--- config.mk ---
export PLATFORM = sky130hd
export DESIGN_NAME = elevator_controller
export DESIGN_NICKNAME = d
export VERILOG_FILES = /design/src/rtl/elevator_pkg.sv /design/src/rtl/elevator_req_fifo.sv /design/src/rtl/elevator_controller.sv
export SDC_FILE = /design/constraint.sdc
export NUM_CORES = 1
export LEC_CHECK = 0
export CORE_MARGIN = 3
export CORE_UTILIZATION = 35
export CTS_BUF_LIST = sky130_fd_sc_hd__clkbuf_4
export DETAILED_ROUTE_END_ITERATION = 16
export SETUP_SLACK_MARGIN = 0.2
export SLEW_MARGIN = 20
export SYNTH_ARGS = -nofsm -noshare
export SYNTH_HDL_FRONTEND = slang
export SYNTH_SLANG_ARGS = --single-unit
--- constraint.sdc ---
create_clock -name clk -period 3.1 [get_ports clk]
set_input_delay 0.93 -clock clk [delete_from_list [all_inputs] [get_ports clk]]
set_output_delay 0.93 -clock clk [all_outputs]
set_load 0.03 [all_outputs]
--- src/rtl/elevator_pkg.sv ---
// rtl/elevator_pkg.sv - shared types for the elevator controller
// Contents: FLOOR_W (floor index width), floor_t, state_t (controller FSM states).
package elevator_pkg;

  localparam int FLOOR_W = 2;

  typedef logic [FLOOR_W-1:0] floor_t;

  typedef enum logic [1:0] {
    IDLE      = 2'd0,
    MOVE_UP   = 2'd1,
    MOVE_DOWN = 2'd2,
    DOOR_OPEN = 2'd3
  } state_t;

endpackage

--- src/rtl/elevator_req_fifo.sv ---
// rtl/elevator_req_fifo.sv - floor request queue with duplicate suppression
// Ports:
//   clk, rst_n        clock, asynchronous active-low reset
//   push_valid_i      push strobe; ignored when full or when the floor is already queued
//   push_data_i       floor to enqueue
//   pop_i             remove head; ignored when empty
//   head_o            floor at the head, 0 when empty
//   count_o           number of queued entries
//   full_o, empty_o   queue status
module elevator_req_fifo
  import elevator_pkg::*;
#(
  parameter int DEPTH = 4
) (
  input  logic                     clk,
  input  logic                     rst_n,
  input  logic                     push_valid_i,
  input  floor_t                   push_data_i,
  input  logic                     pop_i,
  output floor_t                   head_o,
  output logic [$clog2(DEPTH):0]   count_o,
  output logic                     full_o,
  output logic                     empty_o
);

  localparam int PW = $clog2(DEPTH);
  localparam int CW = PW + 1;

  floor_t          mem_q [DEPTH];
  logic [PW-1:0]   wr_ptr_q;
  logic [PW-1:0]   rd_ptr_q;
  logic [CW-1:0]   count_q;

  logic            dup;
  logic [PW-1:0]   idx;
  logic            push_en;
  logic            pop_en;

  assign full_o  = (count_q == CW'(DEPTH));
  assign empty_o = (count_q == '0);
  assign count_o = count_q;
  assign head_o  = empty_o ? '0 : mem_q[rd_ptr_q];

  // Duplicate search walks the occupied slots starting at the head, so it
  // sees the contents before any pop in the same cycle.
  always_comb begin
    dup = 1'b0;
    idx = '0;
    for (int i = 0; i < DEPTH; i++) begin
      idx = rd_ptr_q + PW'(i);
      if ((CW'(i) < count_q) && (mem_q[idx] == push_data_i)) begin
        dup = 1'b1;
      end
    end
  end

  assign push_en = push_valid_i && !full_o && !dup;
  assign pop_en  = pop_i && !empty_o;

  always_ff @(posedge clk or negedge rst_n) begin
    if (!rst_n) begin
      for (int i = 0; i < DEPTH; i++) begin
        mem_q[i] <= '0;
      end
      wr_ptr_q <= '0;
      rd_ptr_q <= '0;
      count_q  <= '0;
    end else begin
      if (push_en) begin
        mem_q[wr_ptr_q] <= push_data_i;
        wr_ptr_q        <= wr_ptr_q + PW'(1);
      end
      if (pop_en) begin
        rd_ptr_q <= rd_ptr_q + PW'(1);
      end
      case ({push_en, pop_en})
        2'b10:   count_q <= count_q + CW'(1);
        2'b01:   count_q <= count_q - CW'(1);
        default: count_q <= count_q;
      endcase
    end
  end

endmodule

--- src/rtl/elevator_controller.sv ---
// rtl/elevator_controller.sv - elevator sequencing FSM with request queue and travel timer
// Optional feature macro: EMERG_STOP_EN (adds input emergStop).
// Ports:
//   clk, rst_n     clock, asynchronous active-low reset
//   emergStop      (EMERG_STOP_EN only) freezes motion and holds IDLE while high
//   reqValid       floor request strobe
//   reqFloor       requested floor
//   reqReady       queue can accept a request
//   actualFloor    current floor
//   pos0Mem        head of the request queue (0 when empty)
//   motorUp        motor drive up
//   motorDown      motor drive down
//   doorOpen       door open command
//   queueCount     queued entries
//   arrivePulse    high in the first DOOR_OPEN cycle
module elevator_controller
  import elevator_pkg::*;
#(
  parameter int QUEUE_DEPTH   = 4,
  parameter int TRAVEL_CYCLES = 16,
  parameter int DOOR_CYCLES   = 32
) (
  input  logic                          clk,
  input  logic                          rst_n,
`ifdef EMERG_STOP_EN
  input  logic                          emergStop,
`endif
  input  logic                          reqValid,
  input  logic [FLOOR_W-1:0]            reqFloor,
  output logic                          reqReady,
  output logic [FLOOR_W-1:0]            actualFloor,
  output logic [FLOOR_W-1:0]            pos0Mem,
  output logic                          motorUp,
  output logic                          motorDown,
  output logic                          doorOpen,
  output logic [$clog2(QUEUE_DEPTH):0]  queueCount,
  output logic                          arrivePulse
);

  localparam int TW = $clog2(TRAVEL_CYCLES);
  localparam int DW = $clog2(DOOR_CYCLES);
  localparam logic [TW-1:0] TRAVEL_LAST = TW'(TRAVEL_CYCLES - 1);
  localparam logic [DW-1:0] DOOR_LAST   = DW'(DOOR_CYCLES - 1);

  state_t         state_q, state_d;
  logic [TW-1:0]  travel_q, travel_d;
  logic [DW-1:0]  door_q, door_d;
  floor_t         floor_q, floor_d;

  logic           pop;
  logic           q_full;
  logic           q_empty;
  floor_t         head;
  logic           stop;
  logic           up;
  logic           emerg;

`ifdef EMERG_STOP_EN
  assign emerg = emergStop;
`else
  assign emerg = 1'b0;
`endif

  elevator_req_fifo #(
    .DEPTH (QUEUE_DEPTH)
  ) u_fifo (
    .clk          (clk),
    .rst_n        (rst_n),
    .push_valid_i (reqValid),
    .push_data_i  (reqFloor),
    .pop_i        (pop),
    .head_o       (head),
    .count_o      (queueCount),
    .full_o       (q_full),
    .empty_o      (q_empty)
  );

  assign reqReady    = !q_full;
  assign pos0Mem     = head;
  assign actualFloor = floor_q;

  // Comparator terms use registered head and floor only.
  assign stop = (head == floor_q);
  assign up   = (head > floor_q);

  always_ff @(posedge clk or negedge rst_n) begin
    if (!rst_n) begin
      state_q  <= IDLE;
      travel_q <= '0;
      door_q   <= '0;
      floor_q  <= '0;
    end else begin
      state_q  <= state_d;
      travel_q <= travel_d;
      door_q   <= door_d;
      floor_q  <= floor_d;
    end
  end

  always_comb begin
    state_d     = state_q;
    travel_d    = travel_q;
    door_d      = door_q;
    floor_d     = floor_q;
    pop         = 1'b0;
    motorUp     = 1'b0;
    motorDown   = 1'b0;
    doorOpen    = 1'b0;
    arrivePulse = 1'b0;

    case (state_q)
      IDLE: begin
        travel_d = '0;
        if (!q_empty && !emerg) begin
          if (stop) begin
            pop     = 1'b1;
            state_d = DOOR_OPEN;
          end else if (up) begin
            state_d = MOVE_UP;
          end else begin
            state_d = MOVE_DOWN;
          end
        end
      end

      MOVE_UP, MOVE_DOWN: begin
        motorUp   = (state_q == MOVE_UP) && !emerg;
        motorDown = (state_q == MOVE_DOWN) && !emerg;
        // Emergency stop freezes the counter so release resumes mid-floor.
        if (!emerg) begin
          if (travel_q == TRAVEL_LAST) begin
            travel_d = '0;
            floor_d  = (state_q == MOVE_UP) ? floor_q + floor_t'(1)
                                            : floor_q - floor_t'(1);
            if (floor_d == head) begin
              pop     = 1'b1;
              state_d = DOOR_OPEN;
            end
          end else begin
            travel_d = travel_q + TW'(1);
          end
        end
      end

      DOOR_OPEN: begin
        doorOpen    = 1'b1;
        arrivePulse = (door_q == '0);
        if (door_q == DOOR_LAST) begin
          door_d  = '0;
          state_d = IDLE;
        end else begin
          door_d = door_q + DW'(1);
        end
      end

      default: state_d = IDLE;
    endcase
  end

endmodule

After elaboration in Yosys (flattened, before gate mapping)
Cells that the tools add are included.

storage, ports and cells
  output and inout bits = 12
  input port bits = 5
  logic and storage cells = 115
  flip-flop bits (word level) = 28

operators by class
  equality and inequality tests = 18
  $add $sub $neg = 10
  order comparisons = 11
  multiplexer cells = 41
  bitwise gates (word level) = 5
  reductions and logical operators = 19

operators with widths
  cell                                                      number
  two-way mux 2 bit                                         17
  binary-select mux 2 bit (select 2 bit)                    4
  greater-or-equal comparator 3 bit, second input constant  5
  inverter 2 -> 3 bit                                       5
  == test 2 bit                                             6
  two-way mux 1 bit                                         12
  bitwise mux 8 bit                                         1
  logical AND 1 bit                                         8
  inequality test 2 bit, second input constant              4
  one-hot mux 4 bit (2 select lines)                        1
  adder 2 x 1 -> 2 bit, second input constant               3
  == test 2 bit, second input constant                      3
  < comparator 1 x 3 -> 1 bit, first input constant         2
  < comparator 2 x 3 -> 1 bit, first input constant         2
  one-hot mux 2 bit (3 select lines)                        1
  one-hot mux 3 bit (2 select lines)                        1
  adder 5 x 1 -> 5 bit, second input constant               1
  == test 5 bit, second input constant                      1
  logical NOT 5 bit                                         1
  two-way mux 5 bit                                         1
  adder 2 bit, second input constant                        2
  adder 4 x 1 -> 4 bit, second input constant               1
  demux 2 bit (select 2 bit)                                1
  == test 2 x 1 -> 1 bit, second input constant             2
  other kinds (16)                                          19

Depth between registers and ports, before layout
  depth in word-level cells = 14
  gate-level depth with buffers = 12
  depth with buffers taken out = 12

Cells and area by module
From an unflattened synthesis, not the netlist that was laid out.

second synthesis, totals
  cells, all modules = 199
  area total of the unflattened synthesis = 2050.7 µm²

modules (own cells, without submodules)
  module               instances  area each (µm²)  cells an instance
  elevator_req_fifo    1          1158.6           104
  elevator_controller  1          892.1            95

Least setup slack after synthesis
OpenSTA, ideal clock, no wires.

  path type = reg-to-output
  from = register state_q[0]
  to = output arrivePulse
  data required time = 2170 ps
  stages on the path, launching flop included = 6
  data arrival time = 2246 ps
  slack = -76 ps
  path buffers = 2
  cells stage by stage = dfrtp_1 ha_1 clkbuf_1 clkbuf_1 nand2_1 nor4_1

between the ends
  word-level cells in the longest chain between the ends = 2

RTL lines
  what                    line                        source
  from (decl)             elevator_controller.sv:45   state_t state_q, state_d;
  from (signal assigned)  elevator_controller.sv:93   state_q <= state_d;
  == test 2 bit           elevator_controller.sv:111  case (state_q)
  two-way mux 1 bit       elevator_controller.sv:111
  to (decl)               elevator_controller.sv:37   output logic arrivePulse

Every way passes these cells.

Worst setup path after layout
  from = register u_fifo.rd_ptr_q[1]
  to = output pos0Mem[1]

between the ends
  word-level cells in the longest chain between the ends = 5

RTL lines
  what                                                   line                       source
  from (decl)                                            elevator_req_fifo.sv:31    logic [PW-1:0] rd_ptr_q;
  from (signal assigned)                                 elevator_req_fifo.sv:74    rd_ptr_q <= rd_ptr_q + PW'(1);
  inverter 2 -> 3 bit (not written as such)              elevator_req_fifo.sv:42    assign head_o = empty_o ? '0 : mem_q[rd_ptr_q];
  binary-select mux 2 bit (select 2 bit)                 elevator_req_fifo.sv:42
  two-way mux 2 bit (not written as such) (2 in series)  elevator_req_fifo.sv:42
  two-way mux 2 bit                                      elevator_req_fifo.sv:42
  to (decl)                                              elevator_controller.sv:32  output logic [FLOOR_W-1:0] pos0Mem,

Every way passes these cells. The select of a mux whose other input is x is not followed.

==> results.toml <==
[global_route]
grt_max_degree = 29
antenna_found_initial = 0
grt_pass1_wl_mm = 6.44
grt_use_total = 0.124
grt_pass1_vias = 1376
grt-ovfl-total = 0

[setup_path]
worstSetupPathType = "register to primary output"
path_max_fanout = 6
rr_startpoint = "u_fifo.rd_ptr_q[1]$_DFFE_PN0P_"
path_buf_inv = 2
r2r_end = "u_fifo.count_o[2]$_DFFE_PN0P_"
max_stage_delay_ns = 0.49
setup.worst_path.start_class = "register"
reg2regPathDepth = 9
critPathSlowestCell = "dfrtp_2"
worstPathRequired_ns = 2.17
ff2ff_setup_slack_ns = 0.39
critPathTopFamily = "buffers and inverters"
crit_chain = "buf_4 > mux4_2 > and2_4 > dlygate4sd2_1"
end_kind = "primary output"
crit_arrival_ns = 1.89

[timing]
fin_crit_sh = 0.911
clock_skew_ns = 0.0215
setup_violations = 0
fin_crit_ns = 2.82
slew_headroom = 0.774
hold_viol = 0
fmax_mhz = 354
final.setup.tns_ns = 0
drv_slew = 0
max_slew.worst_pin.slew_ns = 0.329
rsz0062_at_grt = "false"

[pwr]
pwr-share-comb = 0.650
p_total_mw = 2.79
intPower_mw = 1.52
irDropWorstVdd_uv = 483
switchingPower_mw = 1.27
p_leak_nw = 1.09
p_sw_frac = 0.454
power.share.sequential = 0.262
power_density_mw_per_mm2 = 1180
p_clk_frac = 0.088

[cts]
clockBufferDepth = 2
cts_tree = "yes"
cts_buffers = 3
htree_levels = 1
clock_insertion_delay_worst_skew_ns = 0.34
cts_hold_buf = 0
cts.sinks = 28
clk_pin_slew_ns = 0.17
cts_root_buf = "clkbuf_4"

[drt]
via_count = 1460
drtIter0Drc = 62
drtAntennaViolNets = 0
drt-wirelength-per-cell_um = 13.2
viasPerCell = 5.02
drc = 0
routed_wirelength_mm = 3.85
firstDrtPassIters = 4

[floorplan]
dieHeight_um = 82.1
die-area_mm2 = 0.00674
ios = 17
start_util = 0.364
dieWidth_um = 82.1
rows = 27
core_area_mm2 = 0.00557

[synthesis]
ys.warnings.count = 0
synth_cell_types = 40
synth_largest_area_cell = "dfrtp_1"
synth.ff_latch_count = 28
ys_async_sr_fraction = 1.00
synth_top_area_share = 0.345
synth_edf_count = 0
syn_nets = 220
synthTopCellsByArea = "dfrtp_1 (35%), ha_1 (12%), mux2_2 (6.1%)"
seq_area_frac_synth = 0.345
syn_inst = 196
syn_area_mm2 = 0.00203
syn_area_per_cell_um2 = 10.3
ys.flop_type = "dfrtp_1"

[final_layout]
fin_nets = 244
antennaDiodeCount = 0
area_growth_syn_to_layout_pct = 17.0
final_layout_size_suffix_gt1_frac = 0.164

[min_path]
hold_start = "door_q[3]$_DFFE_PN0P_"
hold_class = "register to register"
hold_path_depth = 1
hold_path_end = "door_q[3]$_DFFE_PN0P_"

[flow_run]
cap_violations = 0

[outcome]
outcome = "finished clean"

[place]
dpl.hpwl_mm = 2.97
portBuffers = 16
gp_congestion = 0.840
## metal layers
metal  up-vias  share of wire  GRT usage
met5         -              0          0
li1        744              -          -
met4         0         0.0093     0.0399
met3         2          0.019     0.0130
met1       694           0.54      0.171
met2        20           0.44      0.203
## stage by stage
step	instance area [um2]	utilization	std cells	worst slack, ns	hold WS [ns]
after floorplan	2030	-	196	0.263	0.490
after global placement	2320	0.417	287	-0.0809	0.522
after detailed placement	2320	0.417	287	-0.150	0.524
after CTS	2370	0.425	291	0.218	0.557
after global routing	2370	0.426	291	0.203	0.598
final	2370	0.426	291	0.276	0.554
## cells by family (layout without fill, tap and decap cells)
logic type | after synthesis | after routing | share of synthesized area
xor gates and xnor gates | 19 | 19 | 0.0858
buffers and inverters | 21 | 44 | 0.0444
and+or+nand+nor | 57 | 57 | 0.143
DFF | 28 | 28 | 0.345
muxes | 23 | 23 | 0.163
adders and majority gates | 19 | 19 | 0.117
AOI/OAI and AO/OA | 29 | 29 | 0.101
## cells in the final DEF, fill, tap and decap left out, types with 2 or more instances in the layout
cell | netlist | layout
a21o_1 | 2 | 2
a21oi_1 | 4 | 4
a31oi_1 | 2 | 2
and2_4 | 2 | 2
and3_1 | 6 | 6
buf_4 | 1 | 10
clkbuf_4 | 0 | 3
clkdlybuf4s50_1 | 0 | 10
dfrtp_1 | 28 | 27
dlygate4sd2_1 | 0 | 5
ha_1 | 19 | 19
inv_1 | 14 | 14
mux2_2 | 11 | 11
mux2i_1 | 6 | 6
mux4_1 | 3 | 3
mux4_2 | 3 | 3
nand2_1 | 18 | 18
nand3_1 | 9 | 9
nand4_1 | 3 | 3
nor2_1 | 9 | 9
nor2b_1 | 2 | 2
nor3_1 | 2 | 2
o21ai_0 | 13 | 13
xnor2_1 | 10 | 10
xor2_1 | 8 | 8
## worst max-delay path by stage
stage                                     to  slack, ns  cells past startpoint                      startpoint
2_1_floorplan                    arrivePulse       0.26                      5          state_q[0]$_DFFE_PN0P_
3_3_place_gp   u_fifo.count_o[2]$_DFFE_PN0P_      -0.08                      9                     reqFloor[1]
3_5_place_dp   u_fifo.count_o[2]$_DFFE_PN0P_      -0.15                     10                     reqFloor[1]
4_1_cts        u_fifo.count_o[2]$_DFFE_PN0P_       0.22                      9                     reqFloor[1]
5_1_grt                           pos0Mem[1]       0.20                      4  u_fifo.rd_ptr_q[1]$_DFFE_PN0P_
6_report                          pos0Mem[1]       0.28                      4  u_fifo.rd_ptr_q[1]$_DFFE_PN0P_
## worst reg2reg max path, cell delays in order, from the launching register on
cell and delay, ns:
dfrtp_2 0.47, mux4_2 0.57, nand2_1 0.12, ha_1 0.30
o31ai_2 0.31, and2_4 0.22, ha_1 0.20, mux2i_1 0.21
nor2_1 0.07, xor2_1 0.14
## power by group through the flow
stage	combinational [mW]	sequential, mW	clock (mW)
final	1.81	0.730	0.245
after global placement	1.83	0.729	0
after global routing	2.01	0.761	0.265
after CTS	1.83	0.730	0.256
after detailed placement	1.85	0.737	0
after floorplan	1.42	0.703	0
## synthesized netlist by cell type, types with 2 or more instances
library cell  count
nor3_1            2
and2_4            2
mux2i_1           6
nand3_1           9
nor2b_1           2
dfrtp_1          28
ha_1             19
xnor2_1          10
a31oi_1           2
nor2_1            9
mux4_1            3
and3_1            6
mux4_2            3
clkbuf_1          4
xor2_1            8
nand2_1          18
o21ai_0          13
inv_1            14
mux2_2           11
nand4_1           3
a21o_1            2
a21oi_1           4
## repair_timing
item | CTS | global route
gates resized for setup | 6 | 1
setup endpoints to repair | 5 | 3
hold endpoints to repair | 0 | 0
setup buffers | 0 | 0
## registers in the layout, summed over array words and instances (netlist names)
name / count
u_fifo.wr_ptr_q: 2
state_q: 2
travel_q: 4
u_fifo.count_o: 3
u_fifo.mem_q: 8
u_fifo.rd_ptr_q: 2
actualFloor: 2
door_q: 5
## area by class of cell
class | count | area [um2]
clock buffers | 3 | 22.5
clock inverters | 1 | 30.0
fillers | 543 | 3200
inverters | 14 | 52.6
multi-input cells | 147 | 1240
flip-flops and latches | 28 | 702
well taps | 72 | 90.1
repair buffers | 26 | 231
Power figures use the tool's default switching activity.
